## src/rtl/sa_pkg.sv

```systemverilog
// Shared definitions for the systolic-array operand feeder.
// Holds the feeder FSM state encoding and the default array geometry
// used by both the feeder and the systolic_array instantiation.
package sa_pkg;

  localparam int SA_N     = 8;
  localparam int SA_DEPTH = 8;

  typedef enum logic [1:0] {
    ST_IDLE    = 2'd0,
    ST_CLEAR   = 2'd1,
    ST_STREAM  = 2'd2,
    ST_READOUT = 2'd3
  } feed_state_e;

endpackage

```

## src/rtl/sa_operand_feeder_if.sv

```systemverilog
// Load handshake and array-facing bus of the operand feeder.
// master: the operand source / array side; slave: the feeder itself.
interface sa_operand_feeder_if
  import sa_pkg::*;
#(
  parameter int N = SA_N
);

  localparam int RW = (N > 1) ? $clog2(N) : 1;

  logic          load_valid;
  logic          load_ready;
  logic [N-1:0]  load_a;
  logic [N-1:0]  load_b;
  logic          load_last;
  logic          start;
  logic          busy;
  logic          acc_clear;
  logic [N-1:0]  in1;
  logic [N-1:0]  in2;
  logic          readout;
  logic [RW-1:0] row_idx;
  logic          done;

  modport master (
    output load_valid, load_a, load_b, load_last, start,
    input  load_ready, busy, acc_clear, in1, in2, readout, row_idx, done
  );

  modport slave (
    input  load_valid, load_a, load_b, load_last, start,
    output load_ready, busy, acc_clear, in1, in2, readout, row_idx, done
  );

endinterface

```

## src/rtl/sa_feed_buffer.sv

```systemverilog
// DEPTH x 2N operand register file: one synchronous write port and one
// combinational read port. Contents are not reset; the parent's count
// decides which entries are valid.
module sa_feed_buffer #(
  parameter int N     = 8,
  parameter int DEPTH = 8,
  parameter int AW    = $clog2(DEPTH)
) (
  input  logic          clk,
  input  logic          wr_en,
  input  logic [AW-1:0] wr_addr,
  input  logic [N-1:0]  wr_a,
  input  logic [N-1:0]  wr_b,
  input  logic [AW-1:0] rd_addr,
  output logic [N-1:0]  rd_a,
  output logic [N-1:0]  rd_b
);

  logic [2*N-1:0] mem_q [DEPTH];

  // Store one {a,b} pair per accepted load.
  always_ff @(posedge clk) begin
    if (wr_en) mem_q[wr_addr] <= {wr_a, wr_b};
  end

  assign {rd_a, rd_b} = mem_q[rd_addr];

endmodule

```

## src/rtl/sa_operand_feeder.sv

```systemverilog
// Operand feeder for the systolic_array outer-product accumulator.
// Buffers up to DEPTH (a,b) pairs, then per run: clears the array
// accumulators, streams the pairs one per cycle, and drives readout for
// N cycles with row_idx counting down. All outputs are registered.
// Optional build macro SA_FEED_REPLAY_EN keeps the buffer after a run so
// a later start replays the same pairs.
module sa_operand_feeder
  import sa_pkg::*;
#(
  parameter int N     = SA_N,
  parameter int DEPTH = SA_DEPTH,
  parameter int AW    = $clog2(DEPTH)
) (
  input  logic                clk,
  input  logic                reset,
  sa_operand_feeder_if.slave  bus
);

  localparam int RW = (N > 1) ? $clog2(N) : 1;

  feed_state_e   state_q, state_d;
  logic [AW:0]   count_q, count_d;
  logic [AW-1:0] wr_ptr_q, wr_ptr_d;
  logic [AW:0]   rd_ptr_q, rd_ptr_d;
  logic [RW-1:0] row_q, row_d;
  logic          load_ready_q, load_ready_d;
  logic          busy_q, busy_d;
  logic          acc_clear_q, acc_clear_d;
  logic [N-1:0]  in1_q, in1_d;
  logic [N-1:0]  in2_q, in2_d;
  logic          readout_q, readout_d;
  logic          done_q, done_d;

  logic          wr_en;
  logic          trig;
  logic [AW-1:0] rd_addr;
  logic [N-1:0]  rd_a, rd_b;

  sa_feed_buffer #(
    .N     (N),
    .DEPTH (DEPTH),
    .AW    (AW)
  ) u_buf (
    .clk     (clk),
    .wr_en   (wr_en),
    .wr_addr (wr_ptr_q),
    .wr_a    (bus.load_a),
    .wr_b    (bus.load_b),
    .rd_addr (rd_addr),
    .rd_a    (rd_a),
    .rd_b    (rd_b)
  );

  // Next state, buffer bookkeeping and next values of the registered outputs.
  always_comb begin
    state_d     = state_q;
    count_d     = count_q;
    wr_ptr_d    = wr_ptr_q;
    rd_ptr_d    = rd_ptr_q;
    row_d       = row_q;
    acc_clear_d = 1'b0;
    in1_d       = '0;
    in2_d       = '0;
    readout_d   = 1'b0;
    done_d      = 1'b0;
    wr_en       = 1'b0;
    trig        = 1'b0;
    rd_addr     = rd_ptr_q[AW-1:0];

    case (state_q)
      ST_IDLE: begin
        wr_en = bus.load_valid && load_ready_q;
        if (wr_en) begin
          wr_ptr_d = wr_ptr_q + 1'b1;
          count_d  = count_q + 1'b1;
        end
        // A pair accepted alongside the trigger belongs to this run.
        trig = bus.start || (wr_en && bus.load_last);
        if (trig && (count_d != '0)) begin
          state_d     = ST_CLEAR;
          acc_clear_d = 1'b1;
          rd_ptr_d    = '0;
        end
      end
      ST_CLEAR: begin
        // Prefetch pair 0 so it is on in1/in2 in the first STREAM cycle.
        in1_d    = rd_a;
        in2_d    = rd_b;
        rd_ptr_d = rd_ptr_q + 1'b1;
        state_d  = ST_STREAM;
      end
      ST_STREAM: begin
        if (rd_ptr_q == count_q) begin
          state_d   = ST_READOUT;
          readout_d = 1'b1;
        end else begin
          in1_d    = rd_a;
          in2_d    = rd_b;
          rd_ptr_d = rd_ptr_q + 1'b1;
        end
      end
      ST_READOUT: begin
        if (row_q == '0) begin
          state_d = ST_IDLE;
          done_d  = 1'b1;
          row_d   = RW'(N - 1);
`ifdef SA_FEED_REPLAY_EN
          count_d  = count_q;
          wr_ptr_d = wr_ptr_q;
`else
          count_d  = '0;
          wr_ptr_d = '0;
`endif
        end else begin
          row_d     = row_q - 1'b1;
          readout_d = 1'b1;
        end
      end
      default: state_d = ST_IDLE;
    endcase

    load_ready_d = (state_d == ST_IDLE) && (count_d < (AW + 1)'(DEPTH));
    busy_d       = (state_d != ST_IDLE);
  end

  // State, pointers and output registers; reset empties the buffer.
  always_ff @(posedge clk) begin
    if (reset) begin
      state_q      <= ST_IDLE;
      count_q      <= '0;
      wr_ptr_q     <= '0;
      rd_ptr_q     <= '0;
      row_q        <= RW'(N - 1);
      load_ready_q <= 1'b1;
      busy_q       <= 1'b0;
      acc_clear_q  <= 1'b0;
      in1_q        <= '0;
      in2_q        <= '0;
      readout_q    <= 1'b0;
      done_q       <= 1'b0;
    end else begin
      state_q      <= state_d;
      count_q      <= count_d;
      wr_ptr_q     <= wr_ptr_d;
      rd_ptr_q     <= rd_ptr_d;
      row_q        <= row_d;
      load_ready_q <= load_ready_d;
      busy_q       <= busy_d;
      acc_clear_q  <= acc_clear_d;
      in1_q        <= in1_d;
      in2_q        <= in2_d;
      readout_q    <= readout_d;
      done_q       <= done_d;
    end
  end

  assign bus.load_ready = load_ready_q;
  assign bus.busy       = busy_q;
  assign bus.acc_clear  = acc_clear_q;
  assign bus.in1        = in1_q;
  assign bus.in2        = in2_q;
  assign bus.readout    = readout_q;
  assign bus.row_idx    = row_q;
  assign bus.done       = done_q;

endmodule
```

## src/flat_wrapper.sv

```systemverilog
// flat-port wrapper written by rule: the top's interface ports become plain ports
module sa_operand_feeder_flat import sa_pkg::*;
#(
  parameter int N     = SA_N,
  parameter int DEPTH = SA_DEPTH,
  parameter int AW    = $clog2(DEPTH)
)
  (clk, reset, bus_load_valid, bus_load_a, bus_load_b, bus_load_last, bus_start, bus_load_ready, bus_busy, bus_acc_clear, bus_in1, bus_in2, bus_readout, bus_row_idx, bus_done);
  sa_operand_feeder_if #(.N(N)) bus_i ();
  input  logic clk;
  input  logic reset;
  input wire logic [$bits(bus_i.load_valid)-1:0] bus_load_valid;
  input wire logic [$bits(bus_i.load_a)-1:0] bus_load_a;
  input wire logic [$bits(bus_i.load_b)-1:0] bus_load_b;
  input wire logic [$bits(bus_i.load_last)-1:0] bus_load_last;
  input wire logic [$bits(bus_i.start)-1:0] bus_start;
  output wire logic [$bits(bus_i.load_ready)-1:0] bus_load_ready;
  output wire logic [$bits(bus_i.busy)-1:0] bus_busy;
  output wire logic [$bits(bus_i.acc_clear)-1:0] bus_acc_clear;
  output wire logic [$bits(bus_i.in1)-1:0] bus_in1;
  output wire logic [$bits(bus_i.in2)-1:0] bus_in2;
  output wire logic [$bits(bus_i.readout)-1:0] bus_readout;
  output wire logic [$bits(bus_i.row_idx)-1:0] bus_row_idx;
  output wire logic [$bits(bus_i.done)-1:0] bus_done;
  assign bus_i.load_valid = bus_load_valid;
  assign bus_i.load_a = bus_load_a;
  assign bus_i.load_b = bus_load_b;
  assign bus_i.load_last = bus_load_last;
  assign bus_i.start = bus_start;
  assign bus_load_ready = bus_i.load_ready;
  assign bus_busy = bus_i.busy;
  assign bus_acc_clear = bus_i.acc_clear;
  assign bus_in1 = bus_i.in1;
  assign bus_in2 = bus_i.in2;
  assign bus_readout = bus_i.readout;
  assign bus_row_idx = bus_i.row_idx;
  assign bus_done = bus_i.done;
  sa_operand_feeder #(.N(N), .DEPTH(DEPTH), .AW(AW)) u_core (.clk(clk), .reset(reset), .bus(bus_i));
endmodule
```

## config.mk

```make
export PLATFORM = sky130hd
export DESIGN_NAME = sa_operand_feeder_flat
export DESIGN_NICKNAME = d
export VERILOG_FILES = /design/src/rtl/sa_pkg.sv /design/src/rtl/sa_operand_feeder_if.sv /design/src/rtl/sa_feed_buffer.sv /design/src/rtl/sa_operand_feeder.sv /design/src/flat_wrapper.sv
export SDC_FILE = /design/constraint.sdc
export NUM_CORES = 1
export LEC_CHECK = 0
export CORE_ASPECT_RATIO = 1.75
export CORE_MARGIN = 2
export CORE_UTILIZATION = 35
export CTS_CLUSTER_SIZE = 16
export DETAILED_ROUTE_END_ITERATION = 16
export GPL_TIMING_DRIVEN = 0
export PLACE_DENSITY = 0.5
export SETUP_SLACK_MARGIN = 0.4
export SYNTH_ARGS = -nofsm -noshare
export SYNTH_HDL_FRONTEND = slang
export SYNTH_SLANG_ARGS = --single-unit
```

## constraint.sdc

```tcl
create_clock -name clk -period 4.9 [get_ports clk]
set_input_delay 0.98 -clock clk [delete_from_list [all_inputs] [get_ports clk]]
set_output_delay 0.98 -clock clk [all_outputs]
set_load 0.02 [all_outputs]
```

* After elaboration in Yosys (flattened, before gate mapping)
Memories as Yosys holds them, arrays and structs flattened. A register that Yosys moved wholly into a read port is not among the register bits. Index checks and enable logic that the tools add are counted.
Storage, ports and cells: flip-flop bits (word level) 37, RAM bits 128, input bits 21, memories 1
Memory list:
- u_core.u_buf.mem_q | words 8, bits a word 16, rd ports 1, clocked after Yosys merged registers in 1, wr ports 1, line sa_feed_buffer.sv:19 | logic [2*N-1:0] mem_q [DEPTH];
Operators by class: $add $sub $neg 4, $lt $le $gt $ge 1, equality and inequality tests 8, mux-type cells 29, bitwise gates (word level) 2, reduce and logical (&&, ||, !) cells 16
Operator list (number):
- $pmux 8 s2 | 2
- $mux 4 | 5
- $mux 8 | 2
- $mux 3 | 5
- $pmux 4 s3 | 1
- $add 4x1->4 const B | 2
- $pmux 2 s4 | 1
- $pmux 4 s2 | 1
- $mux 1 | 7
- $mux 2 | 3
- $ne 2x1->1 const B | 3
- $pmux 3 s2 | 1
- $reduce_and 3->1 | 2
- $eq 2x2->1 const B | 2
- $eq 4x4->1 | 1
- $logic_and 1x1->1 | 4
- $logic_not 2->1 | 2
- $lt 4x4->1 const B | 1
- $reduce_bool 2->1 | 2
- $reduce_bool 4->1 | 1
- $reduce_or 2->1 | 2
- $add 3x1->3 const B | 1
- $logic_not 3->1 | 1
- $reduce_bool 3->1 | 1
- other kinds (6) | 7

* Longest topological paths before layout
word-level depth 9, mapped depth 8, mapped depth without buffers 8

* By module
A second synthesis with hierarchy kept.
Unflattened totals: cell total of the unflattened synthesis 376, area, all modules 6611.3 µm²
By module, submodules not included:
- sa_feed_buffer | instances 1, cells each 198, area an instance 4973.5 µm², sequential area each 3843.7 µm²
- sa_operand_feeder | instances 1, cells each 178, area an instance 1637.8 µm², sequential area each 740.7 µm²

* Least setup slack after synthesis
No wires, ideal clock.
kind input-to-reg, start point input bus_load_valid, end point memory u_core.u_buf.mem_q[0][0] (netlist name) (enable), setup time 0.409 ns, data arrival time 2.565 ns, setup slack 1.926 ns, cell stages on the path 3, path buffers 0, cells stage by stage nand2_1 -> or3_1 -> nor3_1
On the way: cells in the longest elaborated chain, start to end 4
Ends and longest elaborated chain:
- from (decl) | line flat_wrapper.sv:12 | input wire logic [$bits(bus_i.load_valid)-1:0] bus_load_valid;
- $logic_and 1x1->1 | line sa_operand_feeder.sv:72 | wr_en = bus.load_valid && load_ready_q;
- $mux 1 | line sa_operand_feeder.sv:70 | case (state_q)
- $mux 1 | line sa_feed_buffer.sv:23 | if (wr_en) mem_q[wr_addr] <= {wr_a, wr_b};
- $mux 1 (implied by the code) | line sa_feed_buffer.sv:23
- to (decl) | line sa_feed_buffer.sv:19
No other way between the ends.

* Worst setup path after layout
start point input bus_load_valid, end point memory u_core.u_buf.mem_q[0][7] (netlist name) (enable)
Same word-level chain as after synthesis.

==> metrics.cfg <==
[synthesis]
yosys_most_used_dff = edfxtp_1
syn-cell-area_um2 = 6480
synth_top_area_share_pct = 59.3
post-synth-top-area-cell = edfxtp_1
synth-seq-area-share_pct = 71.6
synth_area_per_cell_um2 = 17.0
yosysWarningCount = 0
synthArstFlopShare_pct = 0
synthesized_netlist_net_count = 411
post_synthesis_register_bit_count = 168
number_of_standard_cells_after_synthesis = 381
synth.area.top_cells = edfxtp_1, dfxtp_1, mux4_2, mux2i_1, nor2_1
synth.distinct_cells = 44
number_of_synthesized_flops_with_an_enable_pin = 128

[pwr]
p_leak_nw = 2.59
peakVddDrop_uv = 267
powerDensity_nw_per_um2 = 476

[clocking]
post_cts.repair.setup_buffers = 0
post_cts.resized_instances = 0
cts-htree-levels = 4
clock_tree_from_tritoncts = built
clkLatencyLatePin_ns = 0.42
cts.reportedPaths.clkPinSlew_ns = 0.07
sinks_on_clock_net = 168
ctsHoldBuffers = 0
ctsRootBufferMaster = clkbuf_16
clock_path_buffers = 2
cts_inserted_buffers = 17

[timing]
final_period_minus_worst_setup_slack_ns = 2.93
tightestPinTransition_ns = 0.991
slew_viol_final = 0
timing.clock.skew_ns = 0.0129
final.hold.worst_slack_ns = 0.514
max_freq_mhz = 341
relSlewSlack_pct = 33.9
setup_violations = 0
final_min_period_over_clock_period_pct = 59.9
finalHoldViolations = 0
unrepaired_setup_endpoints_after_global_routing = no

[floorplan]
top_level_ports = 45
die_area_um2 = 19700
start_util_pct = 35.9
rows = 65
die_width_um = 107
core-area_um2 = 18100
die_height_um = 184

[place]
place_congestion = 0.811
dp_hpwl_um = 9510
count_of_input_and_output_buffers = 44
placed_area_um2 = 7450

[critical_path]
critical_path.startpoint = bus_load_valid
worst_path_largest_cell_delay_ns = 0.61
worst_path_max_delay_cell = clkdlybuf4s50_1
worstPathRequired_ns = 5.02
reg2reg_launch_point = u_core.state_q[0]$_SDFF_PP0_
worst_setup_path_start_kind = input pin
critical_path_peak_fanout = 8
crit_arrival_ns = 3.05
setup.worst_path.end_class = flip-flop
reg2reg_setup_slack_ns = 2.14
cp_cell_sequence = clkdlybuf4s50_1 > nand2_1 > or3_1 > nor3_2 > buf_6
r2r_cells = 7
timing.setup.critical_path_class = in -> reg

[outcome]
outcome = complete, no violations

[detailed_routing]
initialDrtViolationCount = 121
wl_per_cell_um = 19.8
wirelength_um = 13900
detail-route-antenna-nets = 0
route.vias.total = 3526
drt_first_pass_iters = 5
route.detailed.vias_per_inst = 5.03
drc_errors = 0

[layout]
diodes = 0
drive_gt1_share_pct = 18.8
final_design_area_no_fill_um2 = 8020
final_net_count = 484
finalCoreUtilization_pct = 44.4
area.growth.synth_to_final_pct = 23.7

[global_routing]
grt_first_pass_wirelength_um = 21700
maximum_number_of_pins_on_one_net_before_global_route_repair = 17
total_gr_overflow = 0
antenna_found_initial = 0
vias_in_the_first_global_route = 3814
track_usage_pct = 15.1

[min_path]
startpoint_of_the_worst_hold_path = u_core.rd_ptr_q[3]$_SDFFE_PP0P_
hold_crit_depth = 2
hold_path.class = reg -> reg

[run]
max-cap-violations = 0

==> cells by family (layout without fill, tap and decap cells) <==
group | after synthesis | count (layout) | share of synthesized area, %
flip-flops | 168 | 168 | 71.6
AND/OR/NAND/NOR | 82 | 82 | 6.20
multiplexers | 52 | 52 | 14.2
AO/OA/AOI/OAI | 40 | 40 | 4.00
buffers and inverters | 26 | 112 | 1.68
adder cells (fa/ha/maj) | 9 | 9 | 1.74
XOR/XNOR | 4 | 4 | 0.540
==> through the flow <==
stage | TNS [ns] | worst slack [ns] | std cells | power (mW)
after floorplan | 0 | 1.93 | 381 | 2.28
after global routing | 0 | 1.92 | 701 | 4.00
after detailed placement | 0 | 1.53 | 669 | 2.58
after CTS | 0 | 1.96 | 701 | 3.87
after global placement | -5.01 | -0.217 | 659 | 2.52
final | 0 | 1.97 | 701 | 3.82
==> layer usage <==
| layer | wire length [um] | track usage [%] |
|---|---|---|
| met5 | 0 | 0 |
| met4 | 426 | 6.86 |
| met3 | 393 | 3.47 |
| met2 | 7700 | 28.0 |
| met1 | 5340 | 16.1 |
==> cells in the final DEF (no fill, tap or decap), types with 3 or more instances in the layout <==
cell / count
clkinvlp_4: 3
buf_16: 6
nand2b_1: 7
xnor2_1: 4
a21oi_1: 10
edfxtp_1: 128
a31oi_1: 3
mux2i_1: 20
buf_6: 5
clkdlybuf4s50_1: 44
o21ai_0: 9
clkinv_4: 3
nor2_1: 34
inv_1: 10
nand2_1: 8
buf_2: 3
nand3_1: 3
dfxtp_1: 40
clkbuf_1: 13
nor2_2: 6
mux4_2: 32
clkbuf_16: 17
o41ai_1: 3
nor3_2: 3
inv_6: 5
ha_1: 9
or3_1: 5
==> state kept, by name, summed over array words and instances (netlist names), named ones only <==
signal                 count
u_core.bus.readout         1
u_core.wr_ptr_q            3
u_core.bus.in2             8
u_core.rd_ptr_q            4
u_core.bus.acc_clear       1
u_core.bus.in1             8
u_core.bus.load_ready      1
u_core.state_q             2
u_core.bus.row_idx         3
u_core.count_q             4
u_core.bus.busy            1
u_core.bus.done            1
u_core.u_buf.mem_q       128
==> final timing paths <==
check                                                     endpoint
worst max-delay path            u_core.u_buf.mem_q[0][7]$_DFFE_PP_
worst min-delay path               u_core.rd_ptr_q[3]$_SDFFE_PP0P_
worst max register to register  u_core.u_buf.mem_q[0][7]$_DFFE_PP_
worst min register to register     u_core.rd_ptr_q[3]$_SDFFE_PP0P_
==> report_power, final <==
part           total [mW]  switching, mW  internal (mW)  leakage, nW
Clock                1.28          0.573          0.712        0.268
Combinational       0.802          0.442          0.361        0.845
Sequential           1.73         0.0585           1.67         1.48
==> synthesized netlist by cell type (3+ instances only) <==
cell type	instances
a21oi_1	10
a31oi_1	3
buf_2	3
clkbuf_1	12
dfxtp_1	40
edfxtp_1	128
ha_1	9
inv_1	10
mux2i_1	20
mux4_2	32
nand2_1	8
nand2b_1	7
nand3_1	3
nor2_1	40
nor3_1	4
o21ai_0	9
o41ai_1	3
or3_1	5
xnor2_1	4
==> final cells by class <==
class | count | area (um^2)
Fill cell | 1612 | 10000
Sequential cell | 168 | 4640
Multi-Input combinational cell | 187 | 1750
Timing Repair Buffer | 54 | 651
Clock buffer | 18 | 429
Tap cell | 234 | 293
Clock inverter | 14 | 138
Buffer | 16 | 71.3
Inverter | 10 | 37.5
==> critical path, delay by kind of cell <==
kind          cells  cell delay [ns]
simple gates      3             1.21
buf+inv           2             0.86
Note: power is estimated with default switching activity, not from simulation.
